<file path="src/rtl/key_bcd_entry.sv">
// Scanned 4x4 keypad front end: row scan, press/release debounce, and a 4-digit BCD entry buffer.
// Keys 0-9 shift digits in, A backspaces, B clears, C commits the entry to value, D-F only update keycode.
module key_bcd_entry #(
    parameter int unsigned SCAN_DIV = 16384,
    parameter int unsigned DEB_CNT  = 8
) (
    input  logic        clk,
    input  logic        clr,
    input  logic [3:0]  col,
    output logic [3:0]  row,
    output logic [15:0] entry,
    output logic [2:0]  ndig,
    output logic [15:0] value,
    output logic        valid,
    output logic [3:0]  keycode
);

    localparam int unsigned DIV_W = (SCAN_DIV > 1) ? $clog2(SCAN_DIV) : 1;
    localparam int unsigned CNT_W = $clog2(DEB_CNT + 1);

    typedef enum logic [1:0] {
        S_SCAN,
        S_PDEB,
        S_HELD,
        S_RDEB
    } state_t;

    logic [3:0]       r_col_s1;
    logic [3:0]       r_col_s2;
    logic [DIV_W-1:0] r_div;
    logic             w_tick;

    state_t           r_state;
    state_t           w_state_nxt;
    logic [1:0]       r_ridx;
    logic [1:0]       w_ridx_nxt;
    logic [3:0]       r_cand;
    logic [3:0]       w_cand_nxt;
    logic [CNT_W-1:0] r_cnt;
    logic [CNT_W-1:0] w_cnt_nxt;
    logic [CNT_W-1:0] w_cnt_inc;
    logic             w_cnt_done;

    logic [3:0]       r_row;
    logic [15:0]      r_entry;
    logic [2:0]       r_ndig;
    logic [15:0]      r_value;
    logic             r_valid;
    logic [3:0]       r_keycode;
    logic [15:0]      w_entry_nxt;
    logic [2:0]       w_ndig_nxt;
    logic [15:0]      w_value_nxt;
    logic             w_valid_nxt;
    logic [3:0]       w_keycode_nxt;

    logic             w_any;
    logic [1:0]       w_cidx;
    logic [3:0]       w_code;
    logic             w_accept;

    // Column synchronizer and free-running scan divider
    always_ff @(posedge clk or negedge clr) begin
        if (!clr) begin
            r_col_s1 <= 4'hF;
            r_col_s2 <= 4'hF;
            r_div    <= '0;
        end else begin
            r_col_s1 <= col;
            r_col_s2 <= r_col_s1;
            r_div    <= w_tick ? '0 : r_div + DIV_W'(1);
        end
    end

    assign w_tick = (r_div == DIV_W'(SCAN_DIV - 1));

    // Lowest-index low column wins when several keys share the driven row
    always_comb begin
        w_cidx = 2'd0;
        if (!r_col_s2[0])      w_cidx = 2'd0;
        else if (!r_col_s2[1]) w_cidx = 2'd1;
        else if (!r_col_s2[2]) w_cidx = 2'd2;
        else if (!r_col_s2[3]) w_cidx = 2'd3;
    end

    assign w_any      = ~&r_col_s2;
    assign w_code     = {r_ridx, w_cidx};
    assign w_cnt_inc  = r_cnt + CNT_W'(1);
    assign w_cnt_done = (r_cnt >= CNT_W'(DEB_CNT - 1));

    always_ff @(posedge clk or negedge clr) begin
        if (!clr) begin
            r_state   <= S_SCAN;
            r_ridx    <= 2'd0;
            r_cand    <= 4'h0;
            r_cnt     <= '0;
            r_row     <= 4'b1110;
            r_entry   <= 16'h0000;
            r_ndig    <= 3'd0;
            r_value   <= 16'h0000;
            r_valid   <= 1'b0;
            r_keycode <= 4'h0;
        end else begin
            r_state   <= w_state_nxt;
            r_ridx    <= w_ridx_nxt;
            r_cand    <= w_cand_nxt;
            r_cnt     <= w_cnt_nxt;
            r_row     <= ~(4'b0001 << w_ridx_nxt);
            r_entry   <= w_entry_nxt;
            r_ndig    <= w_ndig_nxt;
            r_value   <= w_value_nxt;
            r_valid   <= w_valid_nxt;
            r_keycode <= w_keycode_nxt;
        end
    end

    // Scan/debounce FSM; every transition is gated by the scan tick
    always_comb begin
        w_state_nxt = r_state;
        w_ridx_nxt  = r_ridx;
        w_cand_nxt  = r_cand;
        w_cnt_nxt   = r_cnt;
        w_accept    = 1'b0;
        if (w_tick) begin
            case (r_state)
                S_SCAN: begin
                    if (w_any) begin
                        w_cand_nxt = w_code;
                        w_cnt_nxt  = CNT_W'(1);
                        if (DEB_CNT <= 1) begin
                            w_accept    = 1'b1;
                            w_state_nxt = S_HELD;
                        end else begin
                            w_state_nxt = S_PDEB;
                        end
                    end else begin
                        w_ridx_nxt = r_ridx + 2'd1;
                    end
                end
                S_PDEB: begin
                    if (w_any && (w_code == r_cand)) begin
                        w_cnt_nxt = w_cnt_inc;
                        if (w_cnt_done) begin
                            w_accept    = 1'b1;
                            w_state_nxt = S_HELD;
                        end
                    end else begin
                        w_state_nxt = S_SCAN;
                    end
                end
                S_HELD: begin
                    if (!w_any) begin
                        w_cnt_nxt   = CNT_W'(1);
                        w_state_nxt = (DEB_CNT <= 1) ? S_SCAN : S_RDEB;
                    end
                end
                S_RDEB: begin
                    if (w_any) begin
                        w_state_nxt = S_HELD;
                    end else begin
                        w_cnt_nxt = w_cnt_inc;
                        if (w_cnt_done) w_state_nxt = S_SCAN;
                    end
                end
                default: w_state_nxt = S_SCAN;
            endcase
        end

        w_entry_nxt   = r_entry;
        w_ndig_nxt    = r_ndig;
        w_value_nxt   = r_value;
        w_valid_nxt   = 1'b0;
        w_keycode_nxt = r_keycode;
        if (w_accept) begin
            w_keycode_nxt = w_code;
            if (w_code <= 4'd9) begin
                if (r_ndig < 3'd4) begin
                    w_entry_nxt = {r_entry[11:0], w_code};
                    w_ndig_nxt  = r_ndig + 3'd1;
                end
            end else begin
                case (w_code)
                    4'hA: begin
                        if (r_ndig != 3'd0) begin
                            w_entry_nxt = {4'h0, r_entry[15:4]};
                            w_ndig_nxt  = r_ndig - 3'd1;
                        end
                    end
                    4'hB: begin
                        w_entry_nxt = 16'h0000;
                        w_ndig_nxt  = 3'd0;
                    end
                    4'hC: begin
                        if (r_ndig != 3'd0) begin
                            w_value_nxt = r_entry;
                            w_valid_nxt = 1'b1;
                            w_entry_nxt = 16'h0000;
                            w_ndig_nxt  = 3'd0;
                        end
                    end
                    default: ;
                endcase
            end
        end
    end

    assign row     = r_row;
    assign entry   = r_entry;
    assign ndig    = r_ndig;
    assign value   = r_value;
    assign valid   = r_valid;
    assign keycode = r_keycode;

endmodule

</file>
<file path="config.mk">
export PLATFORM = sky130hd
export DESIGN_NAME = key_bcd_entry
export DESIGN_NICKNAME = d
export VERILOG_FILES = /design/src/rtl/key_bcd_entry.sv
export SDC_FILE = /design/constraint.sdc
export NUM_CORES = 1
export LEC_CHECK = 0
export CAP_MARGIN = 20
export CORE_MARGIN = 4
export CORE_UTILIZATION = 59
export CTS_CLUSTER_DIAMETER = 60
export DETAILED_ROUTE_END_ITERATION = 10
export HOLD_SLACK_MARGIN = 0.02
export PLACE_DENSITY = 0.82
export SYNTH_ARGS = -nofsm -noshare
export SYNTH_HDL_FRONTEND = slang
export SYNTH_SLANG_ARGS = --single-unit
</file>
<file path="constraint.sdc">
create_clock -name clk -period 4.9 [get_ports clk]
set_clock_uncertainty 0.2 [all_clocks]
set_input_delay 0.49 -clock clk [delete_from_list [all_inputs] [get_ports clk]]
set_output_delay 0.49 -clock clk [all_outputs]
set_load 0.01 [all_outputs]
</file>
==> impl_metrics.xml <==
<?xml version="1.0" encoding="UTF-8"?>
<metrics>
  <group name="status">
    <metric name="status" unit="">completed</metric>
  </group>
  <group name="place">
    <metric name="place_worst_setup_slack" unit="ps">1750</metric>
    <metric name="count_of_input_and_output_buffers" unit="">49</metric>
    <metric name="globalplace.congestion" unit="">0.777</metric>
    <metric name="placement.cell_area" unit="mm²">0.00413</metric>
    <metric name="post-dp-hpwl" unit="µm">4800</metric>
  </group>
  <group name="clock_network">
    <metric name="cts_hold_buffers" unit="">0</metric>
    <metric name="post_cts_resize_count" unit="">0</metric>
    <metric name="clock-sinks" unit="">78</metric>
    <metric name="cts_buffers" unit="">9</metric>
    <metric name="htree_levels" unit="">3</metric>
    <metric name="tritoncts" unit="">done</metric>
    <metric name="cts.clk_slew.worst_paths" unit="ps">80</metric>
    <metric name="post_cts.repair.setup_buffers" unit="">0</metric>
    <metric name="cts-root-to-sink-buffers" unit="">2</metric>
    <metric name="clockRootBuffer" unit="">sky130_fd_sc_hd__clkbuf_8</metric>
    <metric name="insertion_delay" unit="ps">340</metric>
  </group>
  <group name="timing">
    <metric name="max_freq" unit="MHz">317</metric>
    <metric name="hold_slack" unit="ps">87.5</metric>
    <metric name="grt_setup_unrepaired" unit="">no</metric>
    <metric name="fin_crit" unit="ps">3150</metric>
    <metric name="max_transition_margin" unit="%">37.3</metric>
    <metric name="final_count_of_pins_violating_max_slew" unit="">0</metric>
    <metric name="report.final.setup_viol" unit="">0</metric>
    <metric name="report.final.hold_viol_count" unit="">0</metric>
    <metric name="final.period_utilization" unit="%">64.3</metric>
    <metric name="fin_tns_setup" unit="ps">0</metric>
    <metric name="setup_ws" unit="ps">1750</metric>
    <metric name="tightest_slew" unit="ps">940</metric>
  </group>
  <group name="synth">
    <metric name="post_synth_instance_area" unit="mm²">0.00362</metric>
    <metric name="syn-instance-count" unit="">307</metric>
    <metric name="synth_cell_type_count" unit="">50</metric>
    <metric name="synthXorXnorAreaFrac" unit="%">3.39</metric>
    <metric name="ys_top_cells_by_count" unit="">sky130_fd_sc_hd__dfrtp_1, sky130_fd_sc_hd__mux2_2, sky130_fd_sc_hd__nand2_1, sky130_fd_sc_hd__nor2_1, sky130_fd_sc_hd__nand3_1</metric>
    <metric name="synthMostInstantiatedCell" unit="">sky130_fd_sc_hd__dfrtp_1</metric>
    <metric name="synth_sequential_area_ratio" unit="%">54.4</metric>
    <metric name="synth_top_family_by_area" unit="">simple AND/OR/NAND/NOR gates</metric>
    <metric name="synth_top_cell_area_share" unit="%">46.4</metric>
    <metric name="post_synth_and_or_nand_nor_area_fraction" unit="%">15.3</metric>
    <metric name="synth_top_flop_cell" unit="">sky130_fd_sc_hd__dfrtp_1</metric>
    <metric name="synth_area_per_cell" unit="µm²">11.8</metric>
    <metric name="synth_compound_gate_area_share" unit="%">10.2</metric>
    <metric name="synth_top_cells_by_area" unit="">sky130_fd_sc_hd__dfrtp_1, sky130_fd_sc_hd__dfstp_2, sky130_fd_sc_hd__mux2_2, sky130_fd_sc_hd__a22o_1, sky130_fd_sc_hd__mux2_1</metric>
    <metric name="synthArstFlopShare" unit="%">100</metric>
    <metric name="synth_seq_cells" unit="">78</metric>
    <metric name="synthesis.nets" unit="">320</metric>
    <metric name="synth_edf_count" unit="">0</metric>
    <metric name="synthAdderAreaFrac" unit="%">2.42</metric>
    <metric name="muxShareOfSynthArea" unit="%">11.4</metric>
    <metric name="yosys_top_cell_by_area" unit="">sky130_fd_sc_hd__dfrtp_1</metric>
    <metric name="yosys_warnings" unit="">0</metric>
  </group>
  <group name="setup_path">
    <metric name="crit_path_max_incr_delay" unit="ps">670</metric>
    <metric name="worst_ep_arrival_time" unit="ps">3170</metric>
    <metric name="slowest_cell_on_crit_path" unit="">sky130_fd_sc_hd__nor4_4</metric>
    <metric name="setup.worst_path.start_class" unit="">flip-flop</metric>
    <metric name="crit_type" unit="">flip-flop to flip-flop</metric>
    <metric name="critical_path.top_delay_family" unit="">simple AND/OR/NAND/NOR gates</metric>
    <metric name="cp_num_buf_inv" unit="">0</metric>
    <metric name="worst_path_most_repeated_cell" unit="">sky130_fd_sc_hd__and4_1</metric>
    <metric name="critical_path.cell_chain" unit="">and4_1 -&gt; and4_1 -&gt; nand3_1 -&gt; nor4_4 -&gt; nand3_4 -&gt; mux2_1</metric>
    <metric name="path_max_fanout" unit="">18</metric>
    <metric name="endpoint_kind" unit="">flip-flop</metric>
    <metric name="crit_required" unit="ps">4920</metric>
  </group>
  <group name="layout">
    <metric name="drive_gt1_share" unit="%">17.8</metric>
    <metric name="number_of_nets_in_the_finished_design" unit="">367</metric>
    <metric name="area_growth_syn_to_fin" unit="%">19.9</metric>
    <metric name="multi_input_logic_area" unit="mm²">0.00154</metric>
    <metric name="finish.instance_area" unit="mm²">0.00434</metric>
    <metric name="layout.area.seq" unit="mm²">0.00197</metric>
    <metric name="num_antenna_cells" unit="">0</metric>
    <metric name="fill_cells" unit="">411</metric>
  </group>
  <group name="global_route">
    <metric name="grt_pass1_vias" unit="">2538</metric>
    <metric name="global_route.overflow_total" unit="">0</metric>
    <metric name="global_route.usage.total" unit="%">20.6</metric>
    <metric name="wire_length_of_the_first_global_routing_pass" unit="µm">12200</metric>
    <metric name="initial_antenna_violation_count" unit="">0</metric>
    <metric name="largest_net_degree_at_the_start_of_global_routing" unit="">79</metric>
  </group>
  <group name="drt">
    <metric name="route.detailed.wl_per_inst" unit="µm">16.3</metric>
    <metric name="drc" unit="">0</metric>
    <metric name="routed-via-count" unit="">2546</metric>
    <metric name="drt-initial-drc-count" unit="">143</metric>
    <metric name="number_of_iterations_in_the_first_detailed_routing_pass" unit="">4</metric>
    <metric name="via_count_normalized_by_instance_count" unit="">5.87</metric>
    <metric name="ant_nets" unit="">0</metric>
    <metric name="drt_wl_total" unit="µm">7060</metric>
  </group>
  <group name="floorplan">
    <metric name="floorplan.rows" unit="">28</metric>
    <metric name="overall_die_height" unit="µm">86.3</metric>
    <metric name="core_area" unit="mm²">0.00592</metric>
    <metric name="design.die.area" unit="mm²">0.00745</metric>
    <metric name="io_pins" unit="">50</metric>
    <metric name="initial_core_util" unit="%">61.1</metric>
    <metric name="die_w" unit="µm">86.3</metric>
  </group>
  <group name="power_and_ir_drop">
    <metric name="switchingPower" unit="µW">254</metric>
    <metric name="switching_share" unit="%">21.9</metric>
    <metric name="max-vdd-ir-drop" unit="mV">0.195</metric>
    <metric name="power_frac_clock" unit="%">41.3</metric>
    <metric name="power.density" unit="mW/mm²">268</metric>
    <metric name="share_seq_of_total_power" unit="%">56.2</metric>
    <metric name="internal-power" unit="µW">907</metric>
    <metric name="share_comb_of_total_power" unit="%">2.5</metric>
    <metric name="design_power_total" unit="µW">1160</metric>
    <metric name="p_leak" unit="µW">0.00198</metric>
  </group>
  <group name="run">
    <metric name="timing.max_cap.violations" unit="">0</metric>
  </group>
  <group name="min_path">
    <metric name="holdCritPathClass" unit="">input pin to async pin</metric>
  </group>
</metrics>
per-stage QoR:
stage / util (%) / instances
floorplan: - / 307
global placement: 69.7 / 417
detailed placement: 69.7 / 417
CTS: 73.1 / 433
global route: 73.2 / 434
finish: 73.2 / 434
registers in the layout (all words and copies together) (netlist names):
register / flops
entry: 16
value: 16
r_div: 14
keycode: 4
r_cand: 4
r_cnt: 4
r_col_s1: 4
r_col_s2: 4
row: 4
ndig: 3
r_ridx: 2
r_state: 2
valid: 1
path summary, 6_finish.rpt:
path,end,depth (start not counted),from,slack (ps)
worst max-delay path,entry[8],6,r_div[2],1750
max in group asynchronous,ndig[1],1,clr,3810
min in group clk,r_col_s2[0],0,r_col_s1[0],160
worst min-delay path,r_div[9],1,clr,90
worst max register to register,entry[8],6,r_div[2],1750
worst min register to register,r_col_s2[0],0,r_col_s1[0],160
logic make-up after synthesis:
group                      Yosys count
and+or+nand+nor                     97
DFF                                 78
AOI/OAI and AO/OA                   51
muxes                               37
buffers and inverters               23
xor gates and xnor gates            14
adders and majority gates            7
metal layers:
layer / GRT usage [%] / share of wire [%]
met5: 0 / 0
met2: 32.2 / 50
met1: 29.4 / 45
met3: 4.85 / 4.4
met4: 5.52 / 0.47
final cells by class:
class / count / share of cell area [%]
multi-input combinational: 206 / 35.6
tap: 75 / 2.16
timing repair buffer: 51 / 11.6
sequential: 78 / 45.3
clock buffer: 11 / 3.26
clock inverter: 5 / 1.36
inverter: 8 / 0.693
power groups by stage:
stage	Combinational (µW)	Sequential, µW	Clock [µW]
floorplan	11.9	664	0
global placement	29.2	664	0
detailed placement	29.7	665	0
CTS	29.8	652	487
global route	33.1	653	523
finish	28.7	652	480
layout by cell type, fill, tap and decap left out, types with 2 or more instances in the layout:
cell and n:
sky130_fd_sc_hd__nand2_1 17, sky130_fd_sc_hd__mux2_2 24, sky130_fd_sc_hd__clkinvlp_4 2, sky130_fd_sc_hd__a211o_1 2, sky130_fd_sc_hd__or2_2 2, sky130_fd_sc_hd__nand3b_1 2
sky130_fd_sc_hd__o21ai_0 6, sky130_fd_sc_hd__nor3_1 7, sky130_fd_sc_hd__dfrtp_1 67, sky130_fd_sc_hd__clkbuf_8 10, sky130_fd_sc_hd__nor2_1 17, sky130_fd_sc_hd__mux2_1 9
sky130_fd_sc_hd__and4_1 5, sky130_fd_sc_hd__buf_4 3, sky130_fd_sc_hd__a21oi_1 8, sky130_fd_sc_hd__o22ai_1 2, sky130_fd_sc_hd__o21ai_1 2, sky130_fd_sc_hd__inv_1 7
sky130_fd_sc_hd__a31oi_1 4, sky130_fd_sc_hd__nor2b_1 4, sky130_fd_sc_hd__mux2i_1 4, sky130_fd_sc_hd__o31ai_1 2, sky130_fd_sc_hd__nand2b_1 3, sky130_fd_sc_hd__a22o_1 13
sky130_fd_sc_hd__nand3_1 15, sky130_fd_sc_hd__nor4b_1 2, sky130_fd_sc_hd__ha_1 7, sky130_fd_sc_hd__xor2_1 7, sky130_fd_sc_hd__nand4_1 6, sky130_fd_sc_hd__and2_1 3
sky130_fd_sc_hd__clkdlybuf4s50_1 48, sky130_fd_sc_hd__and3_1 7, sky130_fd_sc_hd__xnor2_1 7, sky130_fd_sc_hd__dfstp_2 11, sky130_fd_sc_hd__a21bo_2 4
(Power assumes the default switching activity.)
